File: src/rtl/mips_pkg.sv
// Shared MIPS pipeline definitions: word width, the NOP encoding and the IF stage state encoding.
package mips_pkg;

   localparam int unsigned WORD_W = 32;

   // sll $0,$0,0
   localparam logic [WORD_W-1:0] NOP_INSTR_DEFAULT = 32'h0000_0000;
   localparam logic [WORD_W-1:0] RESET_PC_DEFAULT  = 32'h0000_0000;

   // StExc is only reachable when IF_MISALIGN_CHECK_EN is defined
   typedef enum logic [1:0] {
      StFetch = 2'b00,
      StHold  = 2'b01,
      StDrop  = 2'b10,
      StExc   = 2'b11
   } if_state_e;

endpackage

File: src/rtl/fetch_hold_buf.sv
// One-entry {instr, pc4} parking register used while decode is stalled.
module fetch_hold_buf
   import mips_pkg::*;
(
   input  logic              clk,
   input  logic              rst,
   input  logic              load,
   input  logic              clear,
   input  logic [WORD_W-1:0] instr_in,
   input  logic [WORD_W-1:0] pc4_in,
   output logic              valid,
   output logic [WORD_W-1:0] instr,
   output logic [WORD_W-1:0] pc4
);

   logic              valid_q, valid_d;
   logic [WORD_W-1:0] instr_q, instr_d;
   logic [WORD_W-1:0] pc4_q, pc4_d;

   // Next-state: clear wins over load so a flush always empties the entry
   always_comb begin
      valid_d = valid_q;
      instr_d = instr_q;
      pc4_d   = pc4_q;
      if (clear) begin
         valid_d = 1'b0;
      end else if (load) begin
         valid_d = 1'b1;
         instr_d = instr_in;
         pc4_d   = pc4_in;
      end
   end

   // Storage with synchronous reset
   always_ff @(posedge clk) begin
      if (rst) begin
         valid_q <= 1'b0;
         instr_q <= '0;
         pc4_q   <= '0;
      end else begin
         valid_q <= valid_d;
         instr_q <= instr_d;
         pc4_q   <= pc4_d;
      end
   end

   assign valid = valid_q;
   assign instr = instr_q;
   assign pc4   = pc4_q;

endmodule

File: src/rtl/instr_fetch_stage.sv
// MIPS IF stage: PC, req/ready instruction fetch, IF/ID register, stall hold buffer and
// redirect flush. Optional macro IF_MISALIGN_CHECK_EN traps misaligned redirect targets.
module instr_fetch_stage
   import mips_pkg::*;
#(
   parameter logic [WORD_W-1:0] RESET_PC  = RESET_PC_DEFAULT,
   parameter logic [WORD_W-1:0] NOP_INSTR = NOP_INSTR_DEFAULT
) (
   input  logic              CLK,
   input  logic              RST,
   input  logic              STALL,
   input  logic              REDIRECT,
   input  logic [WORD_W-1:0] REDIRECT_PC,
   output logic              IMEM_REQ,
   output logic [WORD_W-1:0] IMEM_ADDR,
   input  logic              IMEM_READY,
   input  logic [WORD_W-1:0] IMEM_RDATA,
   output logic [WORD_W-1:0] IFID_INSTR,
   output logic [WORD_W-1:0] IFID_PC4,
   output logic              IFID_VALID,
   output logic              FETCH_EXC
);

   if_state_e         state_q, state_d;
   logic [WORD_W-1:0] pc_q, pc_d;
   logic [WORD_W-1:0] drop_addr_q, drop_addr_d;
   logic [WORD_W-1:0] ifid_instr_q, ifid_instr_d;
   logic [WORD_W-1:0] ifid_pc4_q, ifid_pc4_d;
   logic              ifid_valid_q, ifid_valid_d;
   logic              exc_q, exc_d;

   logic              buf_load, buf_clear, buf_valid;
   logic [WORD_W-1:0] buf_instr, buf_pc4;
   logic [WORD_W-1:0] pc_plus4;

   // Wraps modulo 2^32 by width truncation
   assign pc_plus4 = pc_q + 32'd4;

   fetch_hold_buf u_hold_buf (
      .clk      (CLK),
      .rst      (RST),
      .load     (buf_load),
      .clear    (buf_clear),
      .instr_in (IMEM_RDATA),
      .pc4_in   (pc_plus4),
      .valid    (buf_valid),
      .instr    (buf_instr),
      .pc4      (buf_pc4)
   );

   // Next-state for PC, FSM, IF/ID and exception flag; redirect beats stall beats progress
   always_comb begin
      pc_d         = pc_q;
      state_d      = state_q;
      ifid_instr_d = ifid_instr_q;
      ifid_pc4_d   = ifid_pc4_q;
      ifid_valid_d = ifid_valid_q;
      exc_d        = exc_q;
      buf_load     = 1'b0;
      buf_clear    = 1'b0;
      // Remember the address of a request we may have to abandon
      drop_addr_d  = (state_q == StFetch) ? pc_q : drop_addr_q;

      if (REDIRECT) begin
         ifid_instr_d = NOP_INSTR;
         ifid_valid_d = 1'b0;
         buf_clear    = 1'b1;
`ifdef IF_MISALIGN_CHECK_EN
         if (REDIRECT_PC[1:0] != 2'b00) begin
            exc_d = 1'b1;
         end else begin
            exc_d = 1'b0;
            pc_d  = REDIRECT_PC;
         end
`else
         exc_d = 1'b0;
         pc_d  = REDIRECT_PC & ~32'd3;
`endif
         // An outstanding request must still complete its handshake
         unique case (state_q)
            StFetch: state_d = IMEM_READY ? StFetch : StDrop;
            StDrop:  state_d = IMEM_READY ? StFetch : StDrop;
            default: state_d = StFetch;
         endcase
         if (exc_d && (state_d == StFetch)) begin
            state_d = StExc;
         end
      end else begin
         unique case (state_q)
            StFetch: begin
               if (IMEM_READY) begin
                  pc_d = pc_plus4;
                  if (STALL) begin
                     buf_load = 1'b1;
                     state_d  = StHold;
                  end else begin
                     ifid_instr_d = IMEM_RDATA;
                     ifid_pc4_d   = pc_plus4;
                     ifid_valid_d = 1'b1;
                  end
               end else if (!STALL) begin
                  ifid_valid_d = 1'b0;
               end
            end
            StHold: begin
               if (!STALL) begin
                  ifid_instr_d = buf_instr;
                  ifid_pc4_d   = buf_pc4;
                  ifid_valid_d = buf_valid;
                  buf_clear    = 1'b1;
                  state_d      = StFetch;
               end
            end
            StDrop: begin
               if (IMEM_READY) begin
                  state_d = exc_q ? StExc : StFetch;
               end
            end
            StExc: begin
               state_d = StExc;
            end
         endcase
      end
   end

   // State registers with synchronous reset
   always_ff @(posedge CLK) begin
      if (RST) begin
         state_q      <= StFetch;
         pc_q         <= RESET_PC;
         drop_addr_q  <= RESET_PC;
         ifid_instr_q <= NOP_INSTR;
         ifid_pc4_q   <= '0;
         ifid_valid_q <= 1'b0;
         exc_q        <= 1'b0;
      end else begin
         state_q      <= state_d;
         pc_q         <= pc_d;
         drop_addr_q  <= drop_addr_d;
         ifid_instr_q <= ifid_instr_d;
         ifid_pc4_q   <= ifid_pc4_d;
         ifid_valid_q <= ifid_valid_d;
         exc_q        <= exc_d;
      end
   end

   assign IMEM_REQ   = (state_q == StFetch) || (state_q == StDrop);
   assign IMEM_ADDR  = (state_q == StDrop) ? drop_addr_q : pc_q;
   assign IFID_INSTR = ifid_instr_q;
   assign IFID_PC4   = ifid_pc4_q;
   assign IFID_VALID = ifid_valid_q;
   assign FETCH_EXC  = exc_q;

endmodule

File: config.mk
export PLATFORM = sky130hd
export DESIGN_NAME = instr_fetch_stage
export DESIGN_NICKNAME = d
export VERILOG_FILES = /design/src/rtl/mips_pkg.sv /design/src/rtl/fetch_hold_buf.sv /design/src/rtl/instr_fetch_stage.sv
export SDC_FILE = /design/constraint.sdc
export NUM_CORES = 1
export LEC_CHECK = 0
export BUFFER_PORTS_ARGS = -buffer_cell sky130_fd_sc_hd__buf_2
export CORE_MARGIN = 10
export CORE_UTILIZATION = 50
export DETAILED_ROUTE_END_ITERATION = 12
export MAX_ROUTING_LAYER = met4
export PLACE_DENSITY = 0.76
export SKIP_LAST_GASP = 1
export SYNTH_ARGS = -nofsm -noshare
export SYNTH_HDL_FRONTEND = slang
export SYNTH_SLANG_ARGS = --single-unit
File: constraint.sdc
create_clock -name CLK -period 2.2 [get_ports CLK]
set_input_delay 0.33 -clock CLK [delete_from_list [all_inputs] [get_ports CLK]]
set_output_delay 0.33 -clock CLK [all_outputs]
set_load 0.01 [all_outputs]
==> results of run 1 <==
power breakdown:
group / total, mW / switching (mW) / internal, mW
clock: 3.11 / 1.32 / 1.79
sequential: 3.69 / 0.110 / 3.58
combinational: 1.32 / 0.766 / 0.553
flip-flops by register name (all words and copies together) (netlist names), 2 cells and up:
| signal | cells |
|---|---|
| drop_addr_q | 30 |
| u_hold_buf.pc4 | 30 |
| state_q | 2 |
| IFID_INSTR | 32 |
| u_hold_buf.instr | 32 |
| pc_q | 30 |
| IFID_PC4 | 30 |
how the worst max path moves through the flow:
stage / end / start / cells after the start
2_1_floorplan: pc_q[29] / pc_q[10] / 7
3_3_place_gp: pc_q[20] / pc_q[3] / 7
3_5_place_dp: IFID_PC4[26] / pc_q[3] / 7
4_1_cts: IFID_PC4[26] / pc_q[3] / 7
5_1_grt: pc_q[23] / state_q[1] / 7
6_report: IFID_PC4[26] / pc_q[3] / 7
critical path, cell delays in order (launching register included):
cell and delay (ns):
dfxtp_4 0.40, ha_2 0.22, nand3_2 0.10, or3_1 0.44, buf_4 0.24, nor4_4 0.25, xnor2_1 0.21, o22ai_1 0.14
cell type report:
class / count / area (sq um) / area share, %
multi-input combinational: 709 / 4510 / 42.8
sequential: 188 / 3770 / 35.8
timing repair buffer: 219 / 1340 / 12.7
clock buffer: 21 / 480 / 4.56
tap: 220 / 275 / 2.61
clock inverter: 9 / 111 / 1.06
inverter: 12 / 45.0 / 0.428
cells by family after synthesis:
family,after synthesis,share of synthesized area (%)
and+or+nand+nor,340,17.8
AOI/OAI and AO/OA,215,15.6
DFF,188,43.9
adders and majority gates,5,0.730
xor gates and xnor gates,52,5.31
muxes,92,11.1
other,1,0.0437
buffers and inverters,114,5.52
layer usage:
| metal | global-route usage [%] | routed length, um | up-vias |
|---|---|---|---|
| met1 | 26.9 | 10800 | 3609 |
| met2 | 32.5 | 11100 | 280 |
| met5 | - | 0 | - |
| met4 | 5.92 | 461 | 0 |
| li1 | - | - | 3782 |
| met3 | 3.64 | 1590 | 33 |
repair_timing:
action	CTS	global route
endpoints found under the setup margin	0	82
hold buffers	0	0
gates resized for setup	0	17
setup buffers	0	0
endpoints found under the hold margin	0	0
placed cells by master, fill, tap and decap left out, types with 11 or more instances in the layout:
master,count
a211oi_1,63
a21oi_1,80
and3_1,11
buf_2,159
buf_4,52
clkbuf_16,18
dfxtp_1,184
mux2_2,26
mux2i_1,66
nand2_1,115
nand3_1,13
nor2_1,129
nor3_1,13
o21ai_0,35
o22ai_1,11
xnor2_1,38
xor2_1,14
==> flow_summary.json, run 1 <==
{
  "setup_tns_ns": 0,
  "drtAntennaViolNets": 0,
  "grt_pass1_wl_um": 37300,
  "place_congestion": 0.899,
  "worstSetupPathType": "flip-flop to flip-flop",
  "setup_ws_ns": 0.0534,
  "relSlewSlack_pct": 61.6,
  "synthTopCellsByArea": "dfxtp_1, mux2i_1, nor2_1, a211oi_1, nand2_1",
  "finalNonFillerCells": 1378,
  "dpl.cell_count": 1347,
  "fmax_mhz": 466,
  "hp-class": "primary input to flip-flop",
  "syn_area_sq_um": 8580,
  "arrival_ns": 2.45,
  "area_delta_synth_final_pct": 22.8,
  "leakagePower_nw": 4.33,
  "rsz0062_at_grt": "true",
  "synthCells": 1007,
  "crit_required_ns": 2.50,
  "drive_gt1_share_pct": 26.9,
  "min_to": "pc_q[4]",
  "synth_edf_count": 0,
  "finClkSkew_ns": 0.00724,
  "avgSynthCellArea_sq_um": 8.52,
  "finalCritPeriodShare_pct": 97.6,
  "min_period_ns": 2.15,
  "placeableCoreArea_sq_um": 16700,
  "grt_pass1_vias": 7270,
  "cts_buffers": 17,
  "reg2reg_to": "IFID_PC4[26]",
  "initial_utilization_pct": 51.3,
  "r2r_slack_ns": 0.05,
  "ys_seq_area_share_pct": 43.9,
  "synth.most_common_cell": "dfxtp_1",
  "vias_per_cell": 5.59,
  "vias": 7704,
  "grt_max_degree": 65,
  "fp-row-count": 47,
  "worstHoldPathCells": 3,
  "ys_types": 52,
  "diodes": 0,
  "clk_pin_slew_ns": 0.07,
  "synthTopCellsByCount": "dfxtp_1, nor2_1, nand2_1",
  "slew_viol_final": 0,
  "drt-pass1-iter-count": 5,
  "synth_top_area_cell": "dfxtp_1",
  "routed_wirelength_um": 24000,
  "drc": 0,
  "hpwlAfterDp_um": 16500,
  "io_buffers": 160,
  "grt-ovfl-total": 0,
  "die_w_um": 151,
  "nets": 1221,
  "ff2ff_path_depth": 7,
  "power_density_nw_per_um2": 770,
  "fin_util_pct": 63.1,
  "ctsHtreeMaxLevel": 4,
  "irDropWorstVdd_uv": 609,
  "hold_slack_ns": 0.135,
  "path_max_fanout": 13,
  "tritoncts": "yes",
  "setup_viol": 0,
  "cp-end-kind": "flip-flop",
  "antenna_found_initial": 0,
  "cts_num_sinks": 188,
  "tightest_slew_ns": 0.575,
  "root_buffer": "clkbuf_16",
  "ys_warn_count": 0,
  "total_power_mw": 8.11,
  "synth-seq-cells": 188,
  "ys.flop_type": "dfxtp_1",
  "status": "finished, final reports clean",
  "io_pins": 168,
  "clock_path_buffers": 2,
  "grtUsageTotal_pct": 20.7,
  "report.final.hold_viol_count": 0,
  "fillCellCount": 1439,
  "max_cap_violations": 0,
  "post-synth-top-area-fraction_pct": 43.9,
  "async_reset_ff_share_pct": 0,
  "drt_iter0_markers": 441,
  "start_kind": "flip-flop",
  "dpl_cell_area_sq_um": 9830,
  "r2r-start": "pc_q[3]",
  "fp.dieArea_sq_um": 22800,
  "wire_per_inst_um": 17.4,
  "clkLatencyLatePin_ns": 0.43,
  "die_y_um": 151,
  "hold_start": "REDIRECT_PC[4]",
  "finish.instance_area_sq_um": 10500,
  "dp_slack_ns": 0.0182
}
Power figures use the tool's default switching activity.
==> run 2, diff against run 1 <==
Settings changed: CORE_MARGIN 10 to default.
Clock period 2.2 ns to 1.7 ns, I/O delays scaled along.
==> run 2 against run 1 <==
Effect of this change:
- the flow now finishes with violations (negative setup slack)
- total power increased by 60%
- routed wire length increased by 90%
- hold slack worse by 0.091 ns
- combinational power increased to 2.8 times the previous value
- maximum frequency is 9.3% lower
- global-route usage up 16 points
- clock power up 44%
==> flow_summary.json, run 2 (synthesized netlist as in run 1, its figures left out) <==
{
  "fp.dieArea_sq_um": 17700,
  "die_w_um": 133,
  "ctsHtreeMaxLevel": 4,
  "regArea_sq_um": 3790,
  "crit_required_ns": 2.01,
  "drive_gt1_share_pct": 58.4,
  "initial_utilization_pct": 51.5,
  "rsz0062_at_grt": "true",
  "routed_wirelength_um": 45500,
  "layout_commonest_cell": "dfxtp_1",
  "vias_per_cell": 6.85,
  "setup_ws_ns": -0.668,
  "path_max_fanout": 7,
  "irDropWorstVdd_uv": 915,
  "tritoncts": "yes",
  "hp-class": "primary input to flip-flop",
  "grt_pass1_vias": 9039,
  "cp-end-kind": "flip-flop",
  "max_cap_violations": 0,
  "status": "finished, violations left",
  "finClkSkew_ns": 0.0175,
  "grt_max_degree": 79,
  "violations": "negative setup slack",
  "dpl_cell_area_sq_um": 10400,
  "root_buffer": "clkbuf_16",
  "io_pins": 168,
  "dp_slack_ns": -0.356,
  "cts_buffers": 17,
  "nets": 1386,
  "report.final.hold_viol_count": 0,
  "clock_path_buffers": 2,
  "leakagePower_nw": 6.46,
  "arrival_ns": 2.68,
  "total_power_mw": 13.0,
  "fmax_mhz": 422,
  "io_buffers": 160,
  "area_delta_synth_final_pct": 75.9,
  "die_y_um": 133,
  "fp-row-count": 47,
  "place_congestion": 0.932,
  "relSlewSlack_pct": 52.6,
  "hold_buffers": 0,
  "min_period_ns": 2.37,
  "fin_util_pct": 90.7,
  "antenna_found_initial": 1,
  "power_density_nw_per_um2": 859,
  "cts_num_sinks": 188,
  "drt-pass1-iter-count": 9,
  "clk_pin_slew_ns": 0.08,
  "multi_input_area_sq_um": 6590,
  "setup_viol": 217,
  "clkLatencyLatePin_ns": 0.46,
  "worstSetupPathType": "flip-flop to flip-flop",
  "setup_tns_ns": -63.43,
  "finish.instance_area_sq_um": 15100,
  "finalCritPeriodShare_pct": 139,
  "placeableCoreArea_sq_um": 16600,
  "wire_per_inst_um": 29.4,
  "drtAntennaViolNets": 0,
  "grt-ovfl-total": 0,
  "drt_iter0_markers": 1055,
  "vias": 10600,
  "hpwlAfterDp_um": 15700,
  "slew_viol_final": 0,
  "grtUsageTotal_pct": 36.9,
  "tightest_slew_ns": 0.705,
  "drc": 0,
  "grt_pass1_wl_um": 49400,
  "fillCellCount": 593,
  "start_kind": "flip-flop",
  "final_cell_mix": "dfxtp_1, buf_2, buf_4"
}
[run 2: per-layer routing]
metal / vias up / routed length (um) / global-route usage, %
li1: 4124 / - / -
met4: 0 / 4530 / 18.4
met2: 1018 / 20600 / 60.8
met5: - / 0 / -
met1: 5034 / 15300 / 44.1
met3: 417 / 5080 / 5.25
[run 2: per-stage QoR]
stage,instances,hold slack (ns)
6_report,1546,0.0447
5_1_grt,1546,0.0432
4_1_cts,1495,0.0558
3_5_place_dp,1390,0.444
3_3_place_gp,1390,0.439
2_1_floorplan,1011,0.391
[run 2: worst max-delay path, stage by stage, from the launching register on]
cell and delay [ns]:
dfxtp_4 0.36, inv_4 0.04, buf_6 0.10, buf_6 0.10, ha_4 0.18, mux2_4 0.22, buf_6 0.11, nand3_4 0.15
buf_8 0.20, or3_4 0.33, a31oi_1 0.42
[run 2: area by class of cell]
cell class / count / area share (%)
Inverter: 12 / 0.340
Timing Repair Buffer: 384 / 24.9
Clock inverter: 12 / 1.22
Multi-Input combinational cell: 709 / 43.7
Clock buffer: 20 / 2.89
Sequential cell: 188 / 25.1
Antenna cell: 1 / 0.0166
Tap cell: 220 / 1.82
[run 2: repair_timing]
action / in CTS / in global routing
endpoints found under the setup margin: 133 / 209
gates resized for setup: 268 / 366
gates cloned: 16 / 13
buffers inserted: 57 / 50
pin swaps: 105 / 165
endpoints found under the hold margin: 0 / 0
[run 2: final timing paths]
path | slack (ns) | start | to | depth (start not counted)
worst max-delay path | -0.67 | state_q[0] | IFID_PC4[11] | 10
worst min register to register | 0.46 | u_hold_buf.instr[7] | u_hold_buf.instr[7] | 2
worst min-delay path | 0.04 | IMEM_RDATA[7] | u_hold_buf.instr[7] | 3
worst max register to register | -0.67 | state_q[0] | IFID_PC4[11] | 10
[run 2: power breakdown]
group	switching [mW]	internal, mW	total (mW)
sequential	0.211	4.63	4.84
clock	2.00	2.49	4.49
combinational	1.94	1.69	3.63
total	4.16	8.81	13.0
==> run 3, diff against run 2 <==
Settings changed: ABC_AREA from default to 1.
==> run 3 against run 2 <==
Effect of this change:
- the run still ends with negative setup slack left
- global-route usage shrank 6.4 points
- non-clock buffer count decreased by 118
- utilization is 20 points lower
- die area decreased by 0.38%
- critical path depth down 3
- sequential share of layout area increased by 7.0 points
- first-iteration DRC count fell by 37%
- sequential cell count is the same
- design area fell by 22%
- setup slack gained 0.41 ns
- largest cell class unchanged
- largest power group unchanged
==> flow_summary.json, run 3 <==
{
  "synthMuxAreaShare_pct": 0,
  "post_synth_fa_ha_maj_area_fraction_pct": 0.732,
  "async_reset_ff_share_pct": 0,
  "power_density_nw_per_um2": 984,
  "grtUsageTotal_pct": 30.5,
  "cp_cell_sequence": "inv_2 > buf_6 > ha_4 > buf_12 > buf_16 > o21ai_2 > buf_2",
  "report.final.hold_viol_count": 0,
  "grt_max_degree": 62,
  "dpl_cell_area_sq_um": 9830,
  "die_y_um": 133,
  "relSlewSlack_pct": 53.6,
  "finClkSkew_ns": 0.00586,
  "grt-ovfl-total": 0,
  "diodes": 0,
  "cts_buffers": 17,
  "drtAntennaViolNets": 0,
  "ys_types": 30,
  "cpMaxStageDelayCell": "dfxtp_2",
  "crit_family": "buffers and inverters",
  "tightest_slew_ns": 0.696,
  "r2r-start": "state_q[0]",
  "cp-end-kind": "output port",
  "drt_iter0_markers": 661,
  "slew_viol_final": 0,
  "status": "finished, violations left",
  "vias_per_cell": 5.52,
  "regArea_sq_um": 3770,
  "cp.buffers_inverters": 5,
  "place_congestion": 0.939,
  "drive_gt1_share_pct": 26.8,
  "io_buffers": 160,
  "worstSetupPathType": "flip-flop to output port",
  "synth_top_family_by_area": "simple AND/OR/NAND/NOR gates",
  "slowest_delay_ns": 0.35,
  "path_max_fanout": 7,
  "placeableCoreArea_sq_um": 16600,
  "grt_pass1_wl_um": 41500,
  "crit_start": "state_q[0]",
  "die_w_um": 133,
  "multi_input_area_sq_um": 4350,
  "syn_area_sq_um": 8540,
  "post-synth-top-area-fraction_pct": 44.1,
  "fillCellCount": 1279,
  "rsz0062_at_grt": "true",
  "max_cap_violations": 0,
  "final_cell_mix": "nand2_1, dfxtp_1, buf_2",
  "hold_buffers": 0,
  "synth_top_area_cell": "dfxtp_1",
  "reg2reg_to": "u_hold_buf.instr[9]",
  "endpoint": "IMEM_ADDR[26]",
  "nets": 1510,
  "synth_xor_area_share_pct": 1.71,
  "leakagePower_nw": 5.41,
  "synthTopCellsByArea": "dfxtp_1, nand2_1, o21ai_0, nor2_1, a21oi_1",
  "fmax_mhz": 511,
  "grt_pass1_vias": 8333,
  "ff2ff_path_depth": 13,
  "wire_per_inst_um": 17.0,
  "ys.flop_type": "dfxtp_1",
  "synth_edf_count": 0,
  "tritoncts": "yes",
  "drt-pass1-iter-count": 6,
  "ys_seq_area_share_pct": 44.1,
  "crit_required_ns": 1.44,
  "synth_simple_gate_area_share_pct": 23.1,
  "drc": 0,
  "synthCells": 1231,
  "synthTopCellsByCount": "nand2_1, dfxtp_1, o21ai_0",
  "finish.instance_area_sq_um": 11700,
  "io_pins": 168,
  "setup_viol": 165,
  "setup_tns_ns": -19.81,
  "clkLatencyLatePin_ns": 0.44,
  "root_buffer": "clkbuf_16",
  "arrival_ns": 1.70,
  "irDropWorstVdd_uv": 774,
  "finalCritPeriodShare_pct": 115,
  "antenna_found_initial": 0,
  "clock_path_buffers": 2,
  "area_delta_synth_final_pct": 37.2,
  "fp-row-count": 47,
  "start_kind": "flip-flop",
  "cts_num_sinks": 188,
  "synth.most_common_cell": "nand2_1",
  "synth-seq-cells": 188,
  "ys_warn_count": 0,
  "ctsHtreeMaxLevel": 4,
  "vias": 9206,
  "hp-class": "primary input to flip-flop",
  "avgSynthCellArea_sq_um": 6.94,
  "routed_wirelength_um": 28300,
  "setup_ws_ns": -0.256,
  "violations": "negative setup slack",
  "cp.depth": 7,
  "clk_pin_slew_ns": 0.07,
  "initial_utilization_pct": 51.3,
  "min_period_ns": 1.96,
  "synth_compound_area_share_pct": 21.7,
  "r2r_slack_ns": -0.21,
  "fp.dieArea_sq_um": 17600,
  "layout_commonest_cell": "nand2_1",
  "hpwlAfterDp_um": 16200
}
==> run 3: cell count changes after synthesis, sizes merged, moves of 35 or more <==
| cell | delta |
|---|---|
| mux2i | -66 |
| xnor2 | -35 |
| inv | +84 |
| nand2 | +174 |
| o21ai | +159 |
| nor2 | +37 |
| a211oi | -61 |
==> run 3: area by class of cell <==
class / count / share of cell area [%]
multi-input combinational: 867 / 37.1
sequential: 188 / 32.1
timing repair buffer: 266 / 20.1
clock buffer: 18 / 3.75
inverter: 96 / 3.24
tap: 220 / 2.35
clock inverter: 14 / 1.34
==> run 3: metal layers <==
metal | track usage [%] | vias up | share of wire [%]
met3 | 5.52 | 74 | 6.9
met4 | 14.2 | 0 | 3.9
met1 | 36.5 | 4325 | 41
li1 | - | 4414 | -
met5 | - | - | 0
met2 | 49.8 | 393 | 49
==> run 3: worst min-delay path by stage <==
stage / start / to / depth (start not counted)
floorplan: IMEM_RDATA[29] / u_hold_buf.instr[29] / 2
global placement: u_hold_buf.instr[14] / IFID_INSTR[14] / 2
detailed placement: IFID_PC4[3] / IFID_PC4[3] / 2
CTS: IMEM_RDATA[28] / u_hold_buf.instr[28] / 3
global route: IMEM_RDATA[22] / u_hold_buf.instr[22] / 3
finish: IMEM_RDATA[22] / u_hold_buf.instr[22] / 3
==> run 3: tightest hold or removal path, stage by stage <==
cell,delay (ns)
buf_2,0.09
nor2_1,0.04
nor2_1,0.07
==> run 3: power by group <==
group          switching (mW)  total, mW  internal (mW)
sequential              0.197       4.92           4.73
clock                    1.86       4.11           2.24
combinational            1.36       2.51           1.14
==> run 3: per-stage QoR <==
step                power [mW]  setup WS (ns)  hold slack [ns]  util, %  instances
CTS                       11.1         -0.196           0.0399     66.1       1641
detailed placement        6.72        -0.0680            0.458     59.1       1589
global route              12.0         -0.305           0.0491     70.4       1669
finish                    11.5         -0.256           0.0442     70.4       1669
floorplan                 6.00          0.148            0.390        -       1235
global placement          6.68       -0.00671            0.453     59.1       1589
==> run 3: what timing repair did <==
action | CTS | global route
setup endpoints to repair | 116 | 180
resized for setup | 79 | 99
pin swaps | 6 | 33
cloned | 11 | 13
hold endpoints to repair | 0 | 0
setup buffers | 9 | 15
==> run 3: kinds of logic (layout without fill, tap and decap cells) <==
family | count (synthesis) | count (layout)
compound gates | 352 | 352
fa+ha+maj | 5 | 5
other cells | 1 | 5
xor+xnor | 15 | 15
buf+inv | 180 | 394
simple gates | 490 | 490
flops | 188 | 188
